### src/rtl/sum_accumulator.sv
// -----------------------------------------------------------------------------
// sum_accumulator
//
// Reduces a valid/ready stream of unsigned adder-stage sums into per-frame
// totals. A frame ends on a beat carrying io_in_last, or on the beat that
// brings the term count to COUNT_MAX. Each completed frame is presented on a
// valid/ready output: the wrapped total, the term count and a sticky flag
// that records any carry out of the accumulator during the frame.
//
// Parameters
//   WIDTH      width of the incoming sum
//   ACC_WIDTH  accumulator width (>= WIDTH)
//   COUNT_MAX  maximum beats per frame (>= 1)
//   CW         derived count width, ceil(log2(COUNT_MAX+1))
//
// Ports
//   clock         rising-edge clock
//   reset         synchronous, active-low reset
//   io_in_valid   upstream beat valid
//   io_in_ready   beat accepted this cycle when valid (low while a result waits)
//   io_in_sum     unsigned sum beat
//   io_in_last    beat terminates the current frame
//   io_out_valid  frame result valid
//   io_out_ready  downstream accepts the result
//   io_out_acc    frame total modulo 2^ACC_WIDTH
//   io_out_count  number of beats in the frame
//   io_out_ovf    some accumulation in the frame carried out of ACC_WIDTH
// -----------------------------------------------------------------------------
module sum_accumulator #(
  parameter int WIDTH     = 4,
  parameter int ACC_WIDTH = 8,
  parameter int COUNT_MAX = 8,
  localparam int CW       = $clog2(COUNT_MAX + 1)
) (
  input  logic                 clock,
  input  logic                 reset,
  input  logic                 io_in_valid,
  output logic                 io_in_ready,
  input  logic [WIDTH-1:0]     io_in_sum,
  input  logic                 io_in_last,
  output logic                 io_out_valid,
  input  logic                 io_out_ready,
  output logic [ACC_WIDTH-1:0] io_out_acc,
  output logic [CW-1:0]        io_out_count,
  output logic                 io_out_ovf
);

  typedef enum logic [1:0] {
    ST_IDLE  = 2'd0,
    ST_ACCUM = 2'd1,
    ST_HOLD  = 2'd2
  } state_e;

  localparam logic [CW-1:0] ONE_C   = CW'(32'd1);
  localparam logic [CW-1:0] CAP_C   = CW'(COUNT_MAX);
  // With a one-beat cap every accepted beat closes its frame.
  localparam bit            CAP_ONE = (COUNT_MAX == 32'sd1);

  state_e               state_q, state_d;
  logic [ACC_WIDTH-1:0] acc_q, acc_d;
  logic [CW-1:0]        cnt_q, cnt_d;
  logic                 ovf_q, ovf_d;

  logic                 in_ready_s;
  logic                 accept_s;
  logic [ACC_WIDTH-1:0] sum_ext_s;
  logic [ACC_WIDTH:0]   add_s;
  logic [CW-1:0]        cnt_inc_s;

  // Handshake decode and datapath helpers; the extra MSB of add_s is the carry.
  always_comb begin
    in_ready_s = (state_q != ST_HOLD);
    accept_s   = io_in_valid & in_ready_s;
    sum_ext_s  = ACC_WIDTH'(io_in_sum);
    add_s      = {1'b0, acc_q} + {1'b0, sum_ext_s};
    cnt_inc_s  = cnt_q + ONE_C;
  end

  // Next-state and register-update logic for the frame FSM.
  always_comb begin
    state_d = state_q;
    acc_d   = acc_q;
    cnt_d   = cnt_q;
    ovf_d   = ovf_q;
    case (state_q)
      ST_IDLE: begin
        if (accept_s) begin
          acc_d = sum_ext_s;
          cnt_d = ONE_C;
          ovf_d = 1'b0;
          if (io_in_last || CAP_ONE) begin
            state_d = ST_HOLD;
          end else begin
            state_d = ST_ACCUM;
          end
        end else begin
          state_d = ST_IDLE;
        end
      end
      ST_ACCUM: begin
        if (accept_s) begin
          acc_d = add_s[ACC_WIDTH-1:0];
          ovf_d = ovf_q | add_s[ACC_WIDTH];
          cnt_d = cnt_inc_s;
          if (io_in_last || (cnt_inc_s == CAP_C)) begin
            state_d = ST_HOLD;
          end else begin
            state_d = ST_ACCUM;
          end
        end else begin
          state_d = ST_ACCUM;
        end
      end
      ST_HOLD: begin
        // Result registers stay frozen until the consumer takes them.
        if (io_out_ready) begin
          state_d = ST_IDLE;
        end else begin
          state_d = ST_HOLD;
        end
      end
      default: begin
        state_d = ST_IDLE;
        acc_d   = {ACC_WIDTH{1'b0}};
        cnt_d   = {CW{1'b0}};
        ovf_d   = 1'b0;
      end
    endcase
  end

  // State and accumulator registers; reset discards any partial or pending frame.
  always_ff @(posedge clock) begin
    if (!reset) begin
      state_q <= ST_IDLE;
      acc_q   <= {ACC_WIDTH{1'b0}};
      cnt_q   <= {CW{1'b0}};
      ovf_q   <= 1'b0;
    end else begin
      state_q <= state_d;
      acc_q   <= acc_d;
      cnt_q   <= cnt_d;
      ovf_q   <= ovf_d;
    end
  end

  // Outputs are decoded from registers only.
  always_comb begin
    io_in_ready  = in_ready_s;
    io_out_valid = (state_q == ST_HOLD);
    io_out_acc   = acc_q;
    io_out_count = cnt_q;
    io_out_ovf   = ovf_q;
  end

endmodule

### config.mk
export PLATFORM = sky130hd
export DESIGN_NAME = sum_accumulator
export DESIGN_NICKNAME = d
export VERILOG_FILES = /design/src/rtl/sum_accumulator.sv
export SDC_FILE = /design/constraint.sdc
export NUM_CORES = 1
export LEC_CHECK = 0
export BUFFER_PORTS_ARGS = -buffer_cell sky130_fd_sc_hd__buf_2
export CAP_MARGIN = 10
export CORE_MARGIN = 1
export CORE_UTILIZATION = 54
export DETAILED_ROUTE_END_ITERATION = 12
export GPL_TIMING_DRIVEN = 0
export PLACE_DENSITY = 0.87
export SYNTH_ARGS = -nofsm -noshare
export SYNTH_HDL_FRONTEND = slang
export SYNTH_SLANG_ARGS = --single-unit
### constraint.sdc
create_clock -name clock -period 3.25 [get_ports clock]
set_clock_uncertainty 0.1 [all_clocks]
set_input_delay 0 -clock clock [delete_from_list [all_inputs] [get_ports clock]]
set_output_delay 0 -clock clock [all_outputs]
set_load 0.05 [all_outputs]
==> impl_metrics.json <==
{
  "cellPowerDensity_mw_per_mm2": 402,
  "synth_cells": 99,
  "rows": 14,
  "cts.clk_slew.worst_paths_ns": 0.09,
  "worst_ep_required_time_ns": 3.33,
  "die_w_um": 42.4,
  "firstDrtPassIters": 4,
  "setup_ws_ns": 1.28,
  "fin_crit_sh": 0.606,
  "outcome": "finished, final reports clean",
  "grt_overflow": 0,
  "grt_pass1_vias": 771,
  "async_reset_ff_frac": 0,
  "post_cts_resized": 0,
  "drc": 0,
  "area_growth_pct": 23.5,
  "portBuffers": 22,
  "dp_cells": 137,
  "p_leak_nw": 0.509,
  "dieHeight_um": 42.4,
  "cpMaxStageDelayCell": "fa_1",
  "startpoint_type": "flop",
  "tightest_slew_ns": 0.378,
  "power_uw": 437,
  "core-area_mm2": 0.00151,
  "reg2reg_from": "io_out_acc[0]",
  "postCtsSetupRepairBufs": 0,
  "utilization": 0.721,
  "crit_family": "compound AO/OA/AOI/OAI gates",
  "crit_path_start": "io_out_acc[0]",
  "grt_max_degree": 11,
  "fin_crit_ns": 1.97,
  "ctsRootBufferMaster": "clkbuf_4",
  "vias": 846,
  "gp_congestion": 0.758,
  "drv_slew": 0,
  "yosysSeqAreaShare": 0.341,
  "start_util": 0.584,
  "htreeDepth": 1,
  "routed_wl_mm": 1.95,
  "rsz0062_at_grt": "false",
  "cts_sinks": 15,
  "max_stage_delay_ns": 0.42,
  "dpl_cell_area_mm2": 0.00101,
  "layout_commonest_cell": "buf_2",
  "crit_arrival_ns": 2.05,
  "cts_tree": "yes",
  "cts_inserted_buffers": 3,
  "end_kind": "flop",
  "max_freq_mhz": 508,
  "num_io_pins": 24,
  "antenna_found_initial": 0,
  "drv_cap": 0,
  "hold_violations": 0,
  "via_per_inst": 5.79,
  "synth_edf_count": 0,
  "slew_headroom": 0.748,
  "syn_area_um2": 880,
  "die_area_mm2": 0.00179,
  "crit_type": "reg2reg",
  "synthFlopType": "dfxtp_1",
  "fillCellCount": 136,
  "cts_hold_buf": 5,
  "multi_input_area_um2": 542,
  "setup_tns_ns": 0,
  "synth_area_per_cell_um2": 8.88,
  "ys_top_cells_by_area": "dfxtp_1 34%, ha_1 7.1%, a21oi_1 6.3%, o21ai_0 3.4%, nand2b_1 2.8%",
  "fin_area_mm2": 0.00109,
  "path_max_fanout": 5,
  "avgRoutedWirePerCell_um": 13.3,
  "clockBufferDepth": 2,
  "synth.net_count": 114,
  "synthDominantCellAreaShare": 0.341,
  "hp-start": "io_in_sum[0]",
  "antennaDiodeCount": 0,
  "drt_iter0_markers": 7,
  "clk_latency_ns": 0.27,
  "setup_violations": 0,
  "grt_use_total": 0.230,
  "crit_buf_inv": 0,
  "ys_ff_latch": 15,
  "max-vdd-ir-drop_mv": 0.221,
  "grt_pass1_wl_mm": 3.16,
  "synth_top_area_cell": "dfxtp_1",
  "regArea_um2": 300,
  "hold_ws_ns": 0.0467,
  "dp_hpwl_mm": 1.48,
  "ant_nets": 0,
  "synth.distinct_cells": 39,
  "hold_class": "in2reg",
  "final_cell_mix": "25 x buf_2, 15 x dfxtp_1, 11 x a21oi_1",
  "synth-warning-count": 0,
  "place_ws_ns": 1.29,
  "fin_cells": 146,
  "nets": 146,
  "crit_chain": "ha_1, fa_1, a21o_1, a21oi_1, nor3b_1, o21a_1",
  "drive_gt1_frac": 0.254
}
## worst reg2reg max path: stages, from the launching register on
cell and delay, ns:
dfxtp_1 0.33, ha_1 0.22, fa_1 0.42, a21o_1 0.20, a21oi_1 0.32, nor3b_1 0.10, o21a_1 0.18
## where the power goes
part,leakage (nW),switching [mW],internal (mW),total (mW)
clock,0.0150,0.0578,0.0475,0.105
combinational,0.371,0.0821,0.0488,0.131
sequential,0.123,0.00795,0.193,0.201
## area by class of cell
type / count / area share
Clock buffer: 4 / 0.0242
Timing Repair Buffer: 27 / 0.147
Sequential cell: 15 / 0.276
Tap cell: 16 / 0.0184
Buffer: 5 / 0.0242
Multi-Input combinational cell: 76 / 0.499
Inverter: 3 / 0.0104
## state kept, by name, summed over array words and instances, names as in the netlist
| name | cells |
|---|---|
| io_out_acc | 8 |
| io_out_count | 4 |
| state_q | 2 |
| io_out_ovf | 1 |
## cell usage after synthesis (2+ instances only)
master,instances
a21o_1,3
a21oi_1,11
a22oi_1,2
a31oi_1,2
buf_2,3
dfxtp_1,15
ha_1,5
inv_1,2
mux2_2,2
nand2_1,4
nand2b_1,4
nand3_1,2
nand4_1,2
nor2_1,2
nor2b_1,4
o21a_1,2
o21ai_0,6
o21ai_1,2
o221ai_1,2
or3_1,4
xnor2_1,2
## logic make-up after synthesis
| logic type | count (synthesis) | synth area share |
|---|---|---|
| adders and majority gates | 6 | 0.0939 |
| DFF | 15 | 0.341 |
| buffers and inverters | 8 | 0.0427 |
| and+or+nand+nor | 26 | 0.168 |
| AOI/OAI and AO/OA | 37 | 0.270 |
| muxes | 4 | 0.0540 |
| xor gates and xnor gates | 3 | 0.0299 |
## final timing paths
path                                       to  slack [ns]  depth (start not counted)
worst max-delay path               io_out_ovf        1.28                          6
worst min-delay path            io_out_acc[0]        0.05                          4
worst max register to register     io_out_ovf        1.28                          6
worst min register to register     io_out_ovf        0.38                          1
## layer usage
metal / GRT usage / share of wire / vias up
met2: 0.415 / 0.51 / 22
met3: 0.0388 / 0.042 / 6
met1: 0.251 / 0.43 / 388
met5: 0 / 0 / -
met4: 0.125 / 0.018 / 0
li1: - / - / 430
Note: power is estimated with default switching activity, not from simulation.
